===== config.mk =====
export PLATFORM = sky130hd
export DESIGN_NAME = spi_master
export DESIGN_NICKNAME = d
export VERILOG_FILES = /design/src/rtl/spi_pkg.sv /design/src/rtl/spi_clk_gen.sv /design/src/rtl/spi_master.sv
export SDC_FILE = /design/constraint.sdc
export NUM_CORES = 1
export LEC_CHECK = 0
export ABC_AREA = 1
export CORE_MARGIN = 2
export CORE_UTILIZATION = 54
export DETAILED_ROUTE_END_ITERATION = 12
export GPL_TIMING_DRIVEN = 1
export PLACE_DENSITY = 0.85
export SETUP_SLACK_MARGIN = 0.05
export SLEW_MARGIN = 20
export SYNTH_ARGS = -nofsm -noshare
export SYNTH_HDL_FRONTEND = slang
export SYNTH_SLANG_ARGS = --single-unit

===== constraint.sdc =====
create_clock -name clk -period 2 [get_ports clk]
set_clock_uncertainty 0.15 [all_clocks]
set_input_delay 0.2 -clock clk [delete_from_list [all_inputs] [get_ports clk]]
set_output_delay 0.2 -clock clk [all_outputs]
set_load 0.03 [all_outputs]

===== src/rtl/spi_pkg.sv =====
// rtl/spi_pkg.sv - shared SPI constants and FSM state encoding
// Purpose : data width shared by master and slave, master FSM states.
// Ports   : none (package).
package spi_pkg;

  localparam int SPI_DATA_W = 8;

  typedef enum logic [1:0] {
    ST_IDLE  = 2'd0,
    ST_SETUP = 2'd1,
    ST_SHIFT = 2'd2,
    ST_HOLD  = 2'd3
  } spi_state_t;

endpackage


===== src/rtl/spi_clk_gen.sv =====
// rtl/spi_clk_gen.sv - SCLK half-period tick generator
// Purpose : pulses o_tick once every CLK_DIV clk cycles while enabled.
// Ports   : clk, reset_n (async, active low)
//           i_en   - run the counter; counter is held at 0 while low
//           o_tick - one-cycle pulse at the end of each half-period
module spi_clk_gen #(
  parameter int CLK_DIV = 2
) (
  input  logic clk,
  input  logic reset_n,
  input  logic i_en,
  output logic o_tick
);

  // Keep at least one bit so CLK_DIV=1 still has a legal counter.
  localparam int CNT_W = (CLK_DIV > 1) ? $clog2(CLK_DIV) : 1;
  localparam logic [CNT_W-1:0] CNT_LAST = CNT_W'(CLK_DIV - 1);

  logic [CNT_W-1:0] r_cnt;

  always_ff @(posedge clk or negedge reset_n) begin
    if (!reset_n) begin
      r_cnt <= '0;
    end else if (!i_en || (r_cnt == CNT_LAST)) begin
      r_cnt <= '0;
    end else begin
      r_cnt <= r_cnt + 1'b1;
    end
  end

  // The first tick lands CLK_DIV cycles after enable rises.
  assign o_tick = i_en && (r_cnt == CNT_LAST);

endmodule


===== src/rtl/spi_master.sv =====
// rtl/spi_master.sv - single-byte full-duplex SPI master, LSB first
// Purpose : turns a start/byte request into one 8-bit SPI transfer.
//           SCLK idles low, CS active low, MOSI changes on SCLK rise,
//           MISO sampled on SCLK fall.
// Ports   : clk, reset_n (async, active low)
//           start              - request, only looked at while idle
//           masterDataToSend   - byte to transmit, latched on accept
//           masterDataReceived - received byte, updated with done
//           busy, done         - transfer in progress / end pulse
//           SCLK, CS, MOSI     - registered bus outputs
//           MISO               - serial data from the slave
module spi_master
  import spi_pkg::*;
#(
  parameter int CLK_DIV = 2
) (
  input  logic                  clk,
  input  logic                  reset_n,
  input  logic                  start,
  input  logic [SPI_DATA_W-1:0] masterDataToSend,
  output logic [SPI_DATA_W-1:0] masterDataReceived,
  output logic                  busy,
  output logic                  done,
  output logic                  SCLK,
  output logic                  CS,
  output logic                  MOSI,
  input  logic                  MISO
);

  localparam logic [2:0] LAST_BIT = 3'(SPI_DATA_W - 1);

  spi_state_t            r_state;
  logic [SPI_DATA_W-1:0] r_tx;
  logic [SPI_DATA_W-1:0] r_rx;
  logic [SPI_DATA_W-1:0] r_rx_out;
  logic [2:0]            r_bit_cnt;
  logic                  r_sclk;
  logic                  r_cs;
  logic                  r_busy;
  logic                  r_done;
  logic                  w_tick;
  logic                  w_clk_en;

  assign w_clk_en = (r_state != ST_IDLE);

  spi_clk_gen #(
    .CLK_DIV (CLK_DIV)
  ) u_clk_gen (
    .clk     (clk),
    .reset_n (reset_n),
    .i_en    (w_clk_en),
    .o_tick  (w_tick)
  );

  always_ff @(posedge clk or negedge reset_n) begin
    if (!reset_n) begin
      r_state   <= ST_IDLE;
      r_tx      <= '0;
      r_rx      <= '0;
      r_rx_out  <= '0;
      r_bit_cnt <= '0;
      r_sclk    <= 1'b0;
      r_cs      <= 1'b1;
      r_busy    <= 1'b0;
      r_done    <= 1'b0;
    end else begin
      r_done <= 1'b0;
      case (r_state)
        ST_IDLE: begin
          if (start) begin
            r_state   <= ST_SETUP;
            r_tx      <= masterDataToSend;
            r_rx      <= '0;
            r_bit_cnt <= '0;
            r_cs      <= 1'b0;
            r_busy    <= 1'b1;
          end
        end
        ST_SETUP: begin
          // The first rising edge is also the SETUP -> SHIFT transition.
          if (w_tick) begin
            r_state <= ST_SHIFT;
            r_sclk  <= 1'b1;
          end
        end
        ST_SHIFT: begin
          if (w_tick) begin
            if (!r_sclk) begin
              r_sclk <= 1'b1;
              // Bit 0 was already on MOSI since SETUP; advance only on rises 2..8.
              if (r_bit_cnt != 3'd0) begin
                r_tx <= {1'b0, r_tx[SPI_DATA_W-1:1]};
              end
            end else begin
              r_sclk <= 1'b0;
              r_rx   <= {MISO, r_rx[SPI_DATA_W-1:1]};
              if (r_bit_cnt == LAST_BIT) begin
                r_state <= ST_HOLD;
              end else begin
                r_bit_cnt <= r_bit_cnt + 3'd1;
              end
            end
          end
        end
        ST_HOLD: begin
          if (w_tick) begin
            r_state   <= ST_IDLE;
            r_tx      <= '0;
            r_bit_cnt <= '0;
            r_cs      <= 1'b1;
            r_busy    <= 1'b0;
            r_done    <= 1'b1;
            r_rx_out  <= r_rx;
          end
        end
        default: r_state <= ST_IDLE;
      endcase
    end
  end

  // MOSI is the flop holding the current TX bit, so it stays registered.
  assign MOSI               = r_tx[0];
  assign SCLK               = r_sclk;
  assign CS                 = r_cs;
  assign busy               = r_busy;
  assign done               = r_done;
  assign masterDataReceived = r_rx_out;

endmodule


==> metrics.yaml, run 1 <==
status: "completed"
ctsHtreeMaxLevel: 2
grt_overflow: 0
p_sw_frac: 0.479
die_x_um: 61.8
holdWs_ns: 0.108
path_buf_inv: 1
dp.cells: 280
drt-initial-drc-count: 161
peakVddDrop_mv: 0.865
grt_max_degree: 35
fill_cells: 242
critPathLaunchType: "flip-flop"
cts_sinks: 34
path_class: "flip-flop to primary output"
finalSetupViolCount: 0
grt_pass1_wl_mm: 5.87
routed_wl_mm: 3.47
path_clk_slew_ns: 0.11
grt_pass1_vias: 1359
insertion_delay_ns: 0.33
hold_buffers: 0
cts.path.max_buffers: 2
cts_made_buffers: 5
power_density_nw_per_um2: 1440
place_congestion: 0.832
period_share: 0.942
slowest_delay_ns: 0.66
postRouteAntennaNets: 0
seqPwrFrac: 0.326
clock-root-buffer: "clkbuf_4"
cp-end-kind: "primary output"
die_area_um2: 3820
cts_tree: "done"
numPortBuffers: 24
hp-class: "input port to asynchronous set/reset pin"
hold_violations: 0
synth_top_family_by_area: "simple AND/OR/NAND/NOR gates"
syn_nets: 233
grtUsageTotal: 0.213
drv_cap: 0
yosys_warnings: 0
tightest_slew_ns: 0.422
critPathMaxFanout: 2
slew_viol_final: 0
nets: 264
synth_mux_area_frac: 0
total_power_mw: 3.11
power_frac_clock: 0.132
power_frac_comb: 0.542
drc: 0
syn2layout_area_growth_pct: 19.4
setup_tns_ns: 0
num_vias: 1466
first_pass_iters: 4
num_antenna_cells: 0
crit_chain: "clkdlybuf4s50_1"
cp.arrival_ns: 1.53
crit_slowest_cell: "clkdlybuf4s50_1"
fp.coreArea_um2: 3130
viasPerCell: 5.09
synth_cells: 212
grt_setup_unrepaired: "no"
post-dp-hpwl_mm: 2.49
synth.cell_area_um2: 1800
synthAdderAreaFrac: 0.0624
path_delay_family: "buffers and inverters"
p_int_mw: 1.62
post_synth.cell_area_avg_um2: 8.51
timing.slew.headroom: 0.719
regArea_um2: 852
worstPathRequired_ns: 1.65
dieHeight_um: 61.8
ys_types: 23
fin_area_um2: 2150
multi_input_area_um2: 855
synth-simple-area-share: 0.354
finalWorstPathRequiredPeriod_ns: 1.88
io_pins: 25
clock.fmax_ghz: 0.531
place_area_um2: 2090
rows: 20
start_util: 0.577
antenna_found_initial: 0
final_cells: 288
ys_seq_area_frac: 0.472
synth-seq-cells: 34
p_leak_nw: 1.11
wl_per_cell_um: 12.0
synth_compound_area_frac: 0.0541
switching_power_mw: 1.49
synth_xor_area_frac: 0
drive_above_1_share: 0.176
layer usage:
metal,track usage,share of wire,vias up
met5,0,0,-
met4,0.0821,0.0095,0
met3,0.0559,0.046,4
met2,0.341,0.48,41
met1,0.276,0.47,696
li1,-,-,725
power groups by stage:
stage	clock network, mW	logic (mW)	registers, mW
global placement	0	1.63	1.02
floorplan	0	1.23	1.11
global route	0.453	1.89	1.04
finish	0.409	1.68	1.01
detailed placement	0	1.67	1.02
CTS	0.420	1.68	1.01
registers in the layout, summed over array words and instances (netlist names):
register / count
masterDataReceived: 8
r_rx: 8
r_tx: 8
r_bit_cnt: 3
r_state: 2
CS: 1
SCLK: 1
busy: 1
done: 1
u_clk_gen.r_cnt: 1
timing repair:
item,4_1_cts,5_1_grt
buffers inserted,0,0
gates resized for setup,0,3
setup endpoints to repair,0,18
endpoints found under the hold margin,0,0
path summary, 6_finish.rpt:
kind	start	to	slack, ns	cells past startpoint
min	reset_n	r_tx[1]	0.11	2
max	CS	CS	0.12	1
min in group clk	MISO	r_rx[7]	0.28	3
max reg2reg	r_state[0]	r_bit_cnt[2]	0.17	8
max in group asynchronous	reset_n	CS	1.25	2
min reg2reg	CS	CS	0.32	2
metrics by stage:
stage | util | setup WS (ns)
6_report | 0.689 | 0.116
5_1_grt | 0.689 | 0.0519
4_1_cts | 0.687 | 0.102
3_5_place_dp | 0.667 | 0.124
3_3_place_gp | 0.667 | 0.221
2_1_floorplan | - | 0.374
cell usage after synthesis:
master / n / share of area
dfrtp_1: 33 / 0.46
nand4_1: 2 / 0.0069
ha_1: 9 / 0.062
o21ai_0: 2 / 0.0055
o21ai_2: 10 / 0.049
dfstp_2: 1 / 0.015
nor2_1: 4 / 0.0083
nand2_2: 4 / 0.014
nand3_1: 20 / 0.055
inv_2: 5 / 0.010
nand2_1: 94 / 0.20
buf_6: 1 / 0.0062
inv_4: 1 / 0.0035
or2_1: 1 / 0.0035
nor2_4: 2 / 0.012
nor2_2: 1 / 0.0035
nand2_4: 5 / 0.031
nor2_8: 1 / 0.011
buf_12: 1 / 0.011
inv_1: 11 / 0.023
nor3b_1: 1 / 0.0042
buf_2: 1 / 0.0028
nand3b_1: 2 / 0.0083
cells in the final DEF (no fill, tap or decap), drive strengths merged:
master,Yosys,final
nand2,103,103
dfrtp,33,33
clkdlybuf4s50,0,24
nand3,20,20
inv,17,17
o21ai,12,12
ha,9,9
nor2,8,8
clkbuf,0,6
buf,3,3
nand3b,2,2
nand4,2,2
dfstp,1,1
or2,1,1
nor3b,1,1
clkinvlp,0,1
clkinv,0,1
final cells by class:
class / instances / share of cell area
clock inverters: 2 / 0.00581
flip-flops and latches: 34 / 0.395
multi-input cells: 158 / 0.397
repair buffers: 27 / 0.122
clock buffers: 6 / 0.0238
well taps: 44 / 0.0256
inverters: 17 / 0.0308
cells by family (layout without fill, tap and decap cells):
kind of cell,after synthesis,in the layout
flops,34,34
simple gates,137,137
buf+inv,20,52
compound gates,12,12
fa+ha+maj,9,9
Power figures use the tool's default switching activity.
==> inputs of run 2 (changes only) <==
--- a/constraint.sdc
+++ b/constraint.sdc
@@ -4,2 +4,2 @@
 set_output_delay 0.2 -clock clk [all_outputs]
-set_load 0.03 [all_outputs]
+set_load 0.05 [all_outputs]
==> metrics.yaml, run 2 (same netlist as run 1, synthesis figures left out) <==
ctsHtreeMaxLevel: 2  # unchanged
path_clk_slew_ns: 0.11  # about the same
peakVddDrop_mv: 0.941  # +8.8%
grt_pass1_vias: 1315  # -3.2%
critPathMaxFanout: 2  # unchanged
timing.slew.headroom: 0.668  # -0.0509
fill_cells: 260  # +7.4%
path_class: "flip-flop to primary output"
critPathLaunchType: "flip-flop"
syn2layout_area_growth_pct: 19.6
fp.coreArea_um2: 3130  # unchanged
p_leak_nw: 1.12  # +0.81%
mostFrequentLayoutCells: "94 x nand2_1, 32 x dfrtp_1, 22 x clkdlybuf4s50_1, 20 x nand3_1, 11 x inv_1"
path_buf_inv: 1  # unchanged
io_pins: 25  # unchanged
status: "completed"
wl_per_cell_um: 12.0  # -0.55%
cts_tree: "done"
start_util: 0.577  # unchanged
grt_setup_unrepaired: "no"
clock-root-buffer: "clkbuf_4"
power_density_nw_per_um2: 1490  # +3.2%
hold_buffers: 0  # unchanged
num_antenna_cells: 0  # unchanged
insertion_delay_ns: 0.35  # +0.02 ns
dieHeight_um: 61.8  # unchanged
post-dp-hpwl_mm: 2.46  # -1.2%
clock.fmax_ghz: 0.531  # about the same
nets: 264  # unchanged
cp-end-kind: "primary output"
hp-class: "input port to asynchronous set/reset pin"
drt-initial-drc-count: 97  # -40%
ff2ff_path_depth: 9  # +1
finalWorstPathRequiredPeriod_ns: 1.88  # -0.00167 ns
path_delay_family: "buffers and inverters"
finalSetupViolCount: 0  # unchanged
hold_violations: 0  # unchanged
grt_max_degree: 35  # unchanged
setup_tns_ns: 0  # unchanged
fin_util: 0.690  # +0.00120
cp.arrival_ns: 1.53  # about the same
grt_overflow: 0  # unchanged
place_congestion: 0.870  # +4.5%
drc: 0  # unchanged
die_x_um: 61.8  # unchanged
num_vias: 1442  # -1.6%
timing.critical_path.from: "busy"
cts_sinks: 34  # unchanged
first_pass_iters: 6  # +2
routed_wl_mm: 3.45  # -0.55%
cts_made_buffers: 5  # unchanged
cts.path.max_buffers: 2  # unchanged
postRouteAntennaNets: 0  # unchanged
crit_chain: "clkdlybuf4s50_1"
tightest_slew_ns: 0.497  # +0.0747 ns
antenna_found_initial: 0  # unchanged
r2r_setup_slack_ns: 0.19  # +0.02 ns
viasPerCell: 5.01  # -1.6%
worstPathRequired_ns: 1.65  # about the same
worstSetupEndpoint: "busy"
r2r-end: "r_tx[4]"
slowest_delay_ns: 0.80  # +0.14 ns
crit_slowest_cell: "clkdlybuf4s50_1"
period_share: 0.941  # about the same
r2r-start: "r_state[0]"
die_area_um2: 3820  # unchanged
drive_above_1_share: 0.189  # +0.0123
grtUsageTotal: 0.209  # -0.00338
drv_cap: 0  # unchanged
numPortBuffers: 24  # unchanged
slew_viol_final: 0  # unchanged
worst-path-stages: 1  # unchanged
rows: 20  # unchanged
layout_commonest_cell: "nand2_1"
grt_pass1_wl_mm: 5.72  # -2.5%
run 2: area by class of cell:
class | count | area, um2 | area share
clock buffer | 6 | 51.3 | 0.0238
clock inverter | 2 | 12.5 | 0.00580
inverter | 17 | 66.3 | 0.0307
multi-input combinational | 158 | 857 | 0.397
sequential | 34 | 853 | 0.395
tap | 44 | 55.1 | 0.0255
timing repair buffer | 27 | 263 | 0.122
run 2: stage by stage:
stage / power, mW / setup slack (ns) / instance area [um2] / cells / hold slack (ns)
4_1_cts: 3.21 / 0.0542 / 2150 / 288 / 0.0930
3_3_place_gp: 2.74 / 0.221 / 2080 / 280 / 0.305
2_1_floorplan: 2.43 / 0.371 / 1800 / 212 / -0.246
6_report: 3.21 / 0.117 / 2160 / 288 / 0.0882
5_1_grt: 3.47 / 0.0636 / 2160 / 288 / 0.134
3_5_place_dp: 2.78 / 0.125 / 2080 / 280 / 0.307
run 2: power breakdown:
part | switching, mW | internal, mW | leakage (nW) | total (mW)
combinational | 1.21 | 0.571 | 0.640 | 1.78
sequential | 0.135 | 0.882 | 0.449 | 1.02
clock | 0.248 | 0.169 | 0.0343 | 0.416
run 2: how the worst min path moves through the flow:
stage | startpoint | end | slack [ns]
2_1_floorplan | reset_n | SCLK | -0.25
3_3_place_gp | CS | CS | 0.30
3_5_place_dp | CS | CS | 0.31
4_1_cts | reset_n | r_tx[1] | 0.09
5_1_grt | reset_n | r_tx[0] | 0.13
6_report | reset_n | masterDataReceived[3] | 0.09
run 2: timing repair:
item                                   4_1_cts  5_1_grt
setup endpoints to repair                    0       20
buffers inserted                             0        0
endpoints found under the hold margin        0        0
resized for setup                            0        6
run 2: per-layer routing:
| metal | routed length, um | vias to the layer above | track usage |
|---|---|---|---|
| met1 | 1640 | 677 | 0.285 |
| met5 | 0 | - | 0 |
| met2 | 1590 | 31 | 0.320 |
| li1 | - | 726 | - |
| met3 | 140 | 8 | 0.0435 |
| met4 | 77 | 0 | 0.100 |
